`config.mk`:
```
export PLATFORM = sky130hd
export DESIGN_NAME = instr_fetch_unit
export DESIGN_NICKNAME = d
export VERILOG_FILES = /design/src/rtl/instr_fetch_unit_pkg.sv /design/src/rtl/instr_store.sv /design/src/rtl/instr_fetch_unit.sv
export SDC_FILE = /design/constraint.sdc
export NUM_CORES = 1
export LEC_CHECK = 0
export CELL_PAD_IN_SITES_DETAIL_PLACEMENT = 0
export CELL_PAD_IN_SITES_GLOBAL_PLACEMENT = 1
export CORE_ASPECT_RATIO = 1.75
export CORE_UTILIZATION = 59
export DETAILED_ROUTE_END_ITERATION = 7
export GPL_TIMING_DRIVEN = 0
export HOLD_SLACK_MARGIN = 0.06
export MAX_ROUTING_LAYER = met4
export PLACE_DENSITY_LB_ADDON = 0.1
export SYNTH_ARGS = -nofsm -noshare
export SYNTH_HDL_FRONTEND = slang
export SYNTH_SLANG_ARGS = --single-unit
```
`constraint.sdc`:
```
create_clock -name clk -period 7.5 [get_ports clk]
set_input_delay 1.125 -clock clk [delete_from_list [all_inputs] [get_ports clk]]
set_output_delay 1.125 -clock clk [all_outputs]
set_load 0.03 [all_outputs]
```
`src/rtl/instr_fetch_unit_pkg.sv`:
```
// Shared definitions for the instruction-fetch stage: default widths,
// instruction class encodings and the fetch FSM state encoding.
package instr_fetch_unit_pkg;

    localparam int INSTR_WIDTH_DEF = 20;
    localparam int ADDR_BITS_DEF   = 5;

    typedef enum logic [1:0] {
        CLS_HALT  = 2'b00,
        CLS_ALU   = 2'b01,
        CLS_LOAD  = 2'b10,
        CLS_STORE = 2'b11
    } instr_cls_e;

    typedef enum logic [1:0] {
        ST_IDLE    = 2'b00,
        ST_FETCH   = 2'b01,
        ST_PRESENT = 2'b10,
        ST_HALT    = 2'b11
    } fetch_state_e;

    function automatic logic is_halt(input logic [1:0] cls);
        return cls == CLS_HALT;
    endfunction

endpackage

```
`src/rtl/instr_store.sv`:
```
// Instruction store: synchronous write port, registered read port.
// A read and write to the same address on one edge returns the new word.
module instr_store #(
    parameter int WIDTH      = 20,
    parameter int DEPTH_BITS = 5
) (
    input  logic                  clk,
    input  logic                  we,
    input  logic [DEPTH_BITS-1:0] waddr,
    input  logic [WIDTH-1:0]      wdata,
    input  logic [DEPTH_BITS-1:0] raddr,
    output logic [WIDTH-1:0]      rdata
);

    logic [WIDTH-1:0] mem [2**DEPTH_BITS];

    always_ff @(posedge clk) begin
        if (we) begin
            mem[waddr] <= wdata;
        end
        // write-first so a program word loaded on the start edge is the one fetched
        if (we && (waddr == raddr)) begin
            rdata <= wdata;
        end else begin
            rdata <= mem[raddr];
        end
    end

endmodule

```
`src/rtl/instr_fetch_unit.sv`:
```
// Instruction-fetch stage: program counter, fetch FSM and instruction register
// feeding the CPU over a valid/ready handshake; stops on a HALT word.
//
// state   | meaning
// IDLE    | after reset, waiting for start
// FETCH   | store word at pc arriving from the read port
// PRESENT | instr valid, held until the CPU accepts it
// HALT    | HALT word reached, waiting for start
module instr_fetch_unit
    import instr_fetch_unit_pkg::*;
#(
    parameter int INSTR_WIDTH = INSTR_WIDTH_DEF,
    parameter int ADDR_BITS   = ADDR_BITS_DEF
) (
    input  logic                   clk,
    input  logic                   rst,
    input  logic                   start,
    input  logic                   prog_we,
    input  logic [ADDR_BITS-1:0]   prog_addr,
    input  logic [INSTR_WIDTH-1:0] prog_data,
    output logic [INSTR_WIDTH-1:0] instr,
    output logic                   instr_valid,
    input  logic                   instr_ready,
    output logic [ADDR_BITS-1:0]   pc,
    output logic                   halted
);

    fetch_state_e           state;
    fetch_state_e           state_nxt;
    logic [ADDR_BITS-1:0]   rd_addr;
    logic [INSTR_WIDTH-1:0] rd_data;
    logic                   store_we;
    logic                   word_is_halt;

    assign store_we     = prog_we && ((state == ST_IDLE) || (state == ST_HALT));
    assign word_is_halt = is_halt(rd_data[INSTR_WIDTH-1 -: 2]);

    instr_store #(
        .WIDTH      (INSTR_WIDTH),
        .DEPTH_BITS (ADDR_BITS)
    ) u_store (
        .clk   (clk),
        .we    (store_we),
        .waddr (prog_addr),
        .wdata (prog_data),
        .raddr (rd_addr),
        .rdata (rd_data)
    );

    // Read address tracks the pc of the next cycle so the word is ready in FETCH.
    always_comb begin
        state_nxt = state;
        rd_addr   = pc;
        case (state)
            ST_IDLE, ST_HALT: begin
                if (start) begin
                    state_nxt = ST_FETCH;
                    rd_addr   = '0;
                end
            end
            ST_FETCH: begin
                state_nxt = word_is_halt ? ST_HALT : ST_PRESENT;
            end
            ST_PRESENT: begin
                if (instr_ready) begin
                    state_nxt = ST_FETCH;
                    rd_addr   = pc + 1'b1;
                end
            end
            default: state_nxt = ST_IDLE;
        endcase
    end

    always_ff @(posedge clk or negedge rst) begin
        if (!rst) begin
            state <= ST_IDLE;
        end else begin
            state <= state_nxt;
        end
    end

    always_ff @(posedge clk or negedge rst) begin
        if (!rst) begin
            pc          <= '0;
            instr       <= '0;
            instr_valid <= 1'b0;
            halted      <= 1'b0;
        end else begin
            case (state)
                ST_IDLE, ST_HALT: begin
                    if (start) begin
                        pc     <= '0;
                        halted <= 1'b0;
                    end
                end
                ST_FETCH: begin
                    instr <= rd_data;
                    if (word_is_halt) begin
                        halted <= 1'b1;
                    end else begin
                        instr_valid <= 1'b1;
                    end
                end
                ST_PRESENT: begin
                    if (instr_ready) begin
                        instr_valid <= 1'b0;
                        pc          <= pc + 1'b1;
                    end
                end
                default: ;
            endcase
        end
    end

endmodule

```
==> reports/results.ini, run 1 <==
[outcome]
status = finished clean

[placement]
dp_cells = 1753
io_buffers = 55
dp_hpwl_um = 35300
gp_congestion = 0.794
place_area_mm2 = 0.0274

[cells_and_area]
antenna_cells = 0
seq_area_mm2 = 0.0200
mostFrequentLayoutCell = edfxtp_1
fill_cells = 2788
area_growth_pct = 13.5
multi_input_area_mm2 = 0.00559
fin_util = 0.677
design_area_mm2 = 0.0292
drive_above_1_share = 0.269
instances_no_fill = 1858
layout_common_cells = edfxtp_1 (640), mux4_2 (180), clkbuf_16 (57), clkdlybuf4s50_1 (54), mux2i_1 (51)
nets = 1278

[global_route]
grt_start_max_net_pins = 33
grt_overflow_total = 0
grt_pass1_wl_um = 82500
grt_usage = 0.275
grt_pass1_vias = 12434
antenna_found_initial = 1

[synthesis]
synth_seq_cells = 674
syn_nets = 1156
ys_warn_count = 0
yosysSeqAreaShare = 0.778
async_flop_share = 0.0430
synth_top_flop_cell = edfxtp_1
synthesis.instances = 1123
syn_area_per_cell_um2 = 22.9
syn-cell-area_mm2 = 0.0258
synth-edff-count = 640
synth_cell_type_count = 36

[sta]
finalHoldViolations = 0
slew_headroom = 0.202
period_minus_slack_ns = 3.27
clock_skew_ns = 0.0153
grt_setup_unrepaired = false
whs_ns = 0.530
drv_slew = 0
setup_violations = 0
fin_crit_sh = 0.437
fmax_ghz = 0.305
finalSetupTns_ns = 0
worstMarginPinSlew_ns = 1.19

[clocking]
clkSlewWorstSetupHoldPaths_ns = 0.07
clock_sinks = 674
clkLatencyLatePin_ns = 0.60
cts_resized = 0
cts_tree = yes
ctsHoldBuffers = 0
htreeDepth = 2
cts_setup_buffers = 0
ctsLongestPathBuffers = 3
cts_made_buffers = 56
root_buffer = clkbuf_16

[critical_path]
cp-startpoint = prog_addr[0]
reg2reg_slack_ns = 4.32
start_kind = input pin
cp-end-kind = register
crit_required_ns = 7.80
r2r_end = instr[14]
worstSetupPathType = input pin to register
ff2ff_path_depth = 7
crit_fanout = 11
cp-endpoint = u_store.mem[3][5]
arrival_ns = 3.58

[pwr]
p_sw_w = 0.00245
swShare = 0.266
power_frac_seq = 0.467
power.density_mw_per_mm2 = 315
ir_drop_mv = 0.247
combPwrFrac = 0.218
p_int_w = 0.00676
clkPwrFrac = 0.315
p_leak_nw = 8.91

[floorplanning]
num_rows = 101
core_mm2 = 0.0432
io_pins = 57
fp.dieW_um = 160
die_h_um = 278
initial_utilization = 0.596
die-area_mm2 = 0.0445

[min_path]
worstHoldPathType = register to register

[detailed_routing]
drt_iter0_markers = 1019
drt_wl_total_um = 57100
viasPerCell = 6.31
num_vias = 11727
ant_nets = 0
drtPass1Iterations = 5
drcViolationCount = 0
wl_per_cell_um = 30.7

[job]
cap_violations = 0

[power by group through the flow]
stage	clock [W]	sequential (W)	combinational, W
after floorplan	0	0.00448	0.00121
after global placement	0	0.00438	0.00200
after detailed placement	0	0.00438	0.00203
after CTS	0.00293	0.00430	0.00204
after global routing	0.00306	0.00431	0.00212
final	0.00290	0.00430	0.00201
[cell usage after synthesis (all sizes together) (4+ instances only)]
library cell  count  area share
a21oi            27      0.0052
a22oi            12      0.0035
buf              40      0.0095
clkbuf           16      0.0023
dfrtp            29       0.028
dfxtp             5      0.0039
edfxtp          640        0.75
inv               5     0.00073
mux2i            51       0.020
mux4            180        0.16
nand2            16      0.0023
nor2             57      0.0084
o21ai             4     0.00078
[routing by layer]
layer | GRT usage | vias to the layer above | wire length (µm)
met4 | 0.0955 | 0 | 1830
met3 | 0.0359 | 104 | 3140
met5 | - | - | 0
met2 | 0.483 | 406 | 31600
met1 | 0.328 | 6230 | 20600
li1 | - | 4987 | -
[metrics by stage]
step,power (W),worst slack [ns]
after floorplan,0.00569,4.56
after global placement,0.00638,2.63
after detailed placement,0.00641,3.55
after CTS,0.00928,4.17
after global routing,0.00949,4.11
final,0.00921,4.23
[worst max-delay path, cell delays in order]
cell	delay, ns
clkdlybuf4s50_1	0.53
nand4_1	0.75
nor2_2	0.90
buf_8	0.25
[final cells by class]
type | count | share of cell area
inverter | 5 | 0.000642
clock inverter | 32 | 0.0102
timing repair buffer | 64 | 0.0254
tap | 566 | 0.0242
sequential | 674 | 0.685
multi-input combinational | 388 | 0.191
buffer | 56 | 0.0104
clock buffer | 73 | 0.0525
[flip-flops by register name (all words and copies together), names as in the netlist, named ones only]
register	cells
instr	20
instr_valid	1
pc	5
state	2
halted	1
u_store.mem	640
[kinds of logic after synthesis]
kind of cell    Yosys count  synth area share
compound gates           58            0.0139
simple gates             93            0.0160
fa+ha+maj                 3           0.00146
flops                   674             0.778
xor+xnor                  3           0.00102
buf+inv                  61            0.0126
mux                     231             0.177
[how the worst min path moves through the flow]
stage / end / slack [ns] / cells past startpoint / startpoint
after floorplan: state[0] / 0.51 / 1 / state[0]
after global placement: instr[1] / 0.51 / 2 / instr[1]
after detailed placement: instr[0] / 0.51 / 2 / instr[0]
after CTS: instr[18] / 0.53 / 2 / instr[18]
after global routing: instr[15] / 0.56 / 2 / instr[15]
final: instr[18] / 0.53 / 2 / instr[18]
No activity file was read; power rests on OpenSTA's default activity.
==> inputs of run 2 (changes only) <==
Settings changed: CORE_UTILIZATION 59 to 50.
Clock period 7.5 ns to 2.9 ns, I/O delays scaled along.
==> run 2 against run 1 <==
  * Total power grew to 2.6 times the previous value
  * Combinational power grew to 2.6 times the previous value
  * Routed wire length is 7.3% higher
  * Core utilization is 9.1 points lower
  * Global-route usage is 2.6 points lower
  * Sequential power grew to 2.6 times the previous value
  * Critical endpoint is now instr[15]
  * Hold slack worse by 0.18 ns
  * Register-to-register slack worse by 4.2 ns
  * Cell count is 6.5% higher
==> reports/results.ini, run 2 (synthesized netlist as in run 1, its figures left out) <==
[clocking]
htreeDepth = 2  ; unchanged
ctsLongestPathBuffers = 3  ; unchanged
clkLatencyLatePin_ns = 0.60  ; about the same
root_buffer = clkbuf_16
cts_tree = yes
clock_sinks = 674  ; unchanged
cts_made_buffers = 58  ; +3.6%
clkSlewWorstSetupHoldPaths_ns = 0.06  ; about the same

[critical_path]
crit_required_ns = 3.37  ; -4.43 ns
start_kind = register
arrival_ns = 3.25  ; -0.33 ns
cp-end-kind = register
worstSetupPathType = register to register
crit_fanout = 10  ; -1

[detailed_routing]
drt_iter0_markers = 1232  ; +21%
drt_wl_total_um = 61200  ; +7.3%
num_vias = 11833  ; +0.90%
viasPerCell = 5.98  ; -5.2%
ant_nets = 0  ; unchanged
drcViolationCount = 0  ; unchanged
wl_per_cell_um = 31.0  ; +0.74%
drtPass1Iterations = 5  ; unchanged

[sta]
worstMarginPinSlew_ns = 1.27  ; +0.0787 ns
fmax_ghz = 0.359
fin_crit_sh = 0.961
clock_skew_ns = 0.00851  ; -0.00679 ns
setup_violations = 0  ; unchanged
period_minus_slack_ns = 2.79
finalHoldViolations = 0  ; unchanged
grt_setup_unrepaired = false
finalSetupTns_ns = 0  ; unchanged
slew_headroom = 0.149  ; -0.0526
drv_slew = 0  ; unchanged

[cells_and_area]
antenna_cells = 0  ; unchanged
mostFrequentLayoutCell = edfxtp_1
drive_above_1_share = 0.284  ; +0.0142
largest_reg_flops = 640  ; unchanged
top_regs = u_store.mem (640), instr (20), pc (5)
fill_cells = 3733  ; +34%
layout_common_cells = edfxtp_1 (640), mux4_2 (180), clkbuf_16 (62), clkdlybuf4s50_1 (54), mux2i_1 (50)
nets = 1299  ; +1.6%
top_register = u_store.mem
area_growth_pct = 15.4

[global_route]
grtUsageMet3 = 0.0220  ; -0.0139
grt_pass1_wl_um = 88500  ; +7.3%
use_met2 = 0.455  ; -0.0282
grt_start_max_net_pins = 33  ; unchanged
met1_usage = 0.295  ; -0.0327
grt_pass1_vias = 12513  ; +0.64%
grt_usage = 0.249  ; -0.0264
grt_overflow_total = 0  ; unchanged
busiest_layer = met2
antenna_found_initial = 0  ; -1

[min_path]
worstHoldPathType = input pin to register

[pwr]
p_sw_w = 0.00648  ; +160%
combPwrFrac = 0.218  ; about the same
ir_drop_mv = 0.503  ; +100%
p_total_w = 0.0242  ; +160%
swShare = 0.267  ; +0.00128
p_int_w = 0.0178  ; +160%
clkPwrFrac = 0.323  ; +0.008
power.density_mw_per_mm2 = 816  ; +160%
p_leak_nw = 9.05  ; +1.6%
power_frac_seq = 0.459  ; -0.008

[placement]
gp_congestion = 0.765  ; -3.7%
dp_hpwl_um = 37500  ; +6.1%
io_buffers = 55  ; unchanged

[floorplanning]
die_h_um = 302  ; +8.6%
initial_utilization = 0.508  ; -0.0883
die-area_mm2 = 0.0525  ; +18%
core_mm2 = 0.0507  ; +17%
fp.dieW_um = 174  ; +8.5%
io_pins = 57  ; unchanged
num_rows = 109  ; +7.9%

[outcome]
status = finished clean

[job]
cap_violations = 0  ; unchanged

run 2: cell count changes in the layout (fill, tap and decap cells not counted), sizes merged:
cell / previous run / this run
clkbuf: 89 / 102
nor2: 57 / 63
buf: 50 / 54
clkinv: 23 / 20
dlygate4sd3: 0 / 1
inv: 7 / 6
run 2: final cells by class:
type	count	area, µm²	share of cell area
Tap cell	666	833	0.0280
Multi-Input combinational cell	394	5670	0.191
Sequential cell	674	20000	0.674
Clock buffer	78	1650	0.0556
Clock inverter	28	263	0.00884
Timing Repair Buffer	77	903	0.0304
Buffer	56	345	0.0116
Inverter	5	18.8	0.000631
run 2: critical path: stages (launching register included):
cell and delay (ns):
dfxtp_1 0.37, clkbuf_4 0.28, buf_6 0.26, buf_6 0.25
mux4_2 0.53, mux4_2 0.55, mux2i_1 0.27, a21oi_1 0.11
run 2: stage by stage:
| step | hold slack [ns] | cells | instance area, µm² | util | worst slack (ns) |
|---|---|---|---|---|---|
| after detailed placement | 0.511 | 1858 | 27600 | 0.545 | -0.367 |
| after global routing | 0.405 | 1978 | 29700 | 0.586 | 0.00594 |
| after floorplan | 0.139 | 1123 | 25800 | - | 0.368 |
| after CTS | 0.335 | 1977 | 29700 | 0.585 | -0.0543 |
| after global placement | 0.505 | 1844 | 27200 | 0.535 | -1.30 |
| final | 0.350 | 1978 | 29700 | 0.586 | 0.112 |
run 2: power groups by stage:
stage	logic [W]	clock network (W)	registers [W]
2_1_floorplan	0.00312	0	0.0116
3_3_place_gp	0.00522	0	0.0113
3_5_place_dp	0.00531	0	0.0113
4_1_cts	0.00537	0.00795	0.0111
5_1_grt	0.00563	0.00828	0.0112
6_report	0.00529	0.00783	0.0111
run 2: routing by layer:
| metal | part of all wire | vias up |
|---|---|---|
| met3 | 0.035 | 102 |
| met5 | 0 | - |
| met1 | 0.38 | 6384 |
| li1 | - | 5035 |
| met2 | 0.57 | 312 |
| met4 | 0.022 | 0 |
run 2: final timing paths:
check                                  from         to  slack (ns)  cells past startpoint
min in group asynchronous               rst      pc[2]        0.46                      2
worst min register to register    instr[19]  instr[19]        0.52                      2
worst max register to register     register  instr[15]        0.11                      7
max in group asynchronous               rst   instr[8]        1.90                      2
worst max-delay path               register  instr[15]        0.11                      7
worst min-delay path            instr_ready      pc[0]        0.35                      3
run 2: timing repair:
action | CTS | global route
hold buffers | 1 | 0
gates resized for setup | 23 | 15
pin swaps | 12 | 2
setup endpoints to repair | 273 | 178
endpoints found under the hold margin | 29 | 0
buffers inserted | 7 | 0
gates cloned | 5 | 1
==> inputs of run 3 (changes only) <==
Settings changed: PLACE_DENSITY set to 0.85, PLACE_DENSITY_LB_ADDON 0.1 to not set.
==> run 3 against run 2 <==
  * Global-route usage fell by 0.67 points
  * Worst setup slack worse by 0.055 ns
  * Clock power shrank 6.3%
  * Cell count decreased by 0.71%
  * Critical path depth grew 1
  * Via count increased by 2.9%
  * Clock skew is 0.0064 ns higher
  * Core utilization is 0.56 points lower
  * Largest power group unchanged
  * First-iteration DRC count is 2.9% higher
  * Non-clock buffer count rose by 1
  * Routed wire length down 1.6%
==> reports/results.ini, run 3 (synthesized netlist as in run 1, its figures left out) <==
[outcome]
status = finished clean

[detailed_routing]
drcViolationCount = 0  ; unchanged
drt_iter0_markers = 1268  ; +2.9%
wl_per_cell_um = 30.7  ; -0.90%
ant_nets = 0  ; unchanged
drt_wl_total_um = 60200  ; -1.6%
num_vias = 12177  ; +2.9%
drtPass1Iterations = 5  ; unchanged
viasPerCell = 6.20  ; +3.6%

[critical_path]
crit_fanout = 10  ; unchanged
cpLargestDelayFamily = multiplexers
arrival_ns = 3.28  ; +0.03 ns
path_cells = buf_2 > buf_6 > buf_2 > buf_2 > mux4_2 > mux4_2 > mux2i_1 > a21oi_1
cp-end-kind = register
crit_required_ns = 3.33  ; -0.04 ns
path_buf_inv = 4  ; +1
cpPeakStageDelay_ns = 0.50  ; -0.05 ns
cp_slowest_cell = mux4_2
worstSetupPathType = register to register
cpMostUsedCell = buf_2
start_kind = register

[cells_and_area]
fin_util = 0.580  ; -0.00557
top_regs = u_store.mem (640), instr (20), pc (5)
area_growth_pct = 14.3
instances_no_fill = 1964  ; -0.71%
drive_above_1_share = 0.283  ; -0.000358
largest_reg_flops = 640  ; unchanged
mostFrequentLayoutCell = edfxtp_1
layout_common_cells = edfxtp_1 (640), mux4_2 (180), clkdlybuf4s50_1 (54), clkbuf_16 (53), mux2i_1 (51)
nets = 1288  ; -0.85%
multi_input_area_mm2 = 0.00560  ; -1.1%
seq_area_mm2 = 0.0200  ; unchanged
fill_cells = 3489  ; -6.5%
top_register = u_store.mem

[global_route]
grt_start_max_net_pins = 33  ; unchanged
grtUsageMet3 = 0.0304  ; +0.00842
grt_pass1_wl_um = 86800  ; -1.9%
busiest_layer = met2
grt_overflow_total = 0  ; unchanged
grt_pass1_vias = 12800  ; +2.3%
antenna_found_initial = 1  ; +1
use_met2 = 0.437  ; -0.0183
met1_usage = 0.260  ; -0.0356
grt_usage = 0.242  ; -0.00668

[clocking]
htreeDepth = 2  ; unchanged
cts_made_buffers = 51  ; -12%
root_buffer = clkbuf_16
cts_tree = yes
clock_sinks = 674  ; unchanged
clkLatencyLatePin_ns = 0.59  ; about the same
ctsLongestPathBuffers = 3  ; unchanged
clkSlewWorstSetupHoldPaths_ns = 0.07  ; about the same

[pwr]
p_total_w = 0.0237  ; -2.2%
power_frac_seq = 0.469  ; +0.010
p_int_w = 0.0173  ; -2.8%
ir_drop_mv = 0.565  ; +12%
clkPwrFrac = 0.310  ; -0.013
p_sw_w = 0.00643  ; -0.82%
combPwrFrac = 0.222  ; +0.004
p_leak_nw = 8.95  ; -1.1%
swShare = 0.271  ; +0.00389
power.density_mw_per_mm2 = 805  ; -1.3%

[floorplanning]
io_pins = 57  ; unchanged
die-area_mm2 = 0.0525  ; unchanged
die_h_um = 302  ; unchanged
fp.dieW_um = 174  ; unchanged
initial_utilization = 0.508  ; unchanged
num_rows = 109  ; unchanged
core_mm2 = 0.0507  ; unchanged

[sta]
finalHoldViolations = 0  ; unchanged
worstMarginPinSlew_ns = 1.23  ; -0.0430 ns
clock_skew_ns = 0.0149  ; +0.00637 ns
whs_ns = 0.372  ; +0.0214 ns
grt_setup_unrepaired = false
setup_violations = 0  ; unchanged
period_minus_slack_ns = 2.84  ; +0.0547 ns
drv_slew = 0  ; unchanged
fmax_ghz = 0.352  ; -1.9%
slew_headroom = 0.178  ; +0.0287
fin_crit_sh = 0.980  ; +0.0188

[placement]
dp_cells = 1862  ; +0.22%
dp_hpwl_um = 37400  ; -0.36%
gp_congestion = 0.835  ; +9.2%
io_buffers = 55  ; unchanged

[min_path]
worstHoldPathType = input pin to register

[job]
cap_violations = 0  ; unchanged

## run 3: per-layer routing
| metal | vias up | share of wire | wire length (µm) |
|---|---|---|---|
| li1 | 4997 | - | - |
| met1 | 6369 | 0.33 | 20000 |
| met2 | 618 | 0.55 | 33300 |
| met3 | 193 | 0.062 | 3720 |
| met4 | 0 | 0.055 | 3300 |
| met5 | - | 0 | 0 |
## run 3: worst paths after layout
path	start	end	slack [ns]	depth (start not counted)
max	register	instr[12]	0.06	8
min	instr_ready	pc[0]	0.37	3
max reg2reg	register	instr[12]	0.06	8
min reg2reg	instr[2]	instr[2]	0.53	2
max in group asynchronous	rst	instr[6]	1.90	2
min in group asynchronous	rst	instr[12]	0.48	2
## run 3: per-stage QoR
| step | setup slack, ns | setup TNS [ns] | cell area, µm² |
|---|---|---|---|
| after floorplan | 0.368 | 0 | 25800 |
| after global placement | -1.14 | -510.84 | 27200 |
| after detailed placement | -0.235 | -14.43 | 27600 |
| after CTS | 0.00288 | 0 | 29400 |
| after global routing | 0.00530 | 0 | 29400 |
| final | 0.0572 | 0 | 29400 |
## run 3: area by class of cell
cell class | instances | share of cell area
tap | 666 | 0.0283
clock buffer | 63 | 0.0480
timing repair buffer | 78 | 0.0295
multi-input combinational | 389 | 0.190
buffer | 56 | 0.0115
sequential | 674 | 0.681
clock inverter | 31 | 0.0108
inverter | 5 | 0.000637
antenna | 2 | 0.000170
## run 3: repair_timing
action	CTS	global route
setup buffers	4	0
resized for setup	21	13
hold buffers	1	0
gates cloned	1	0
pin swaps	3	8
setup endpoints to repair	216	206
endpoints found under the hold margin	29	0
## run 3: worst register-to-register path, cell delays in order (launching register included)
cell and delay (ns):
dfxtp_1 0.31, buf_2 0.16, buf_6 0.19, buf_2 0.32
buf_2 0.41, mux4_2 0.37, mux4_2 0.50, mux2i_1 0.32
a21oi_1 0.12
## run 3: power groups by stage
stage / registers (W) / logic (W) / clock network [W]
2_1_floorplan: 0.0116 / 0.00312 / 0
3_3_place_gp: 0.0113 / 0.00506 / 0
3_5_place_dp: 0.0113 / 0.00520 / 0
4_1_cts: 0.0111 / 0.00530 / 0.00737
5_1_grt: 0.0111 / 0.00553 / 0.00772
6_report: 0.0111 / 0.00525 / 0.00734
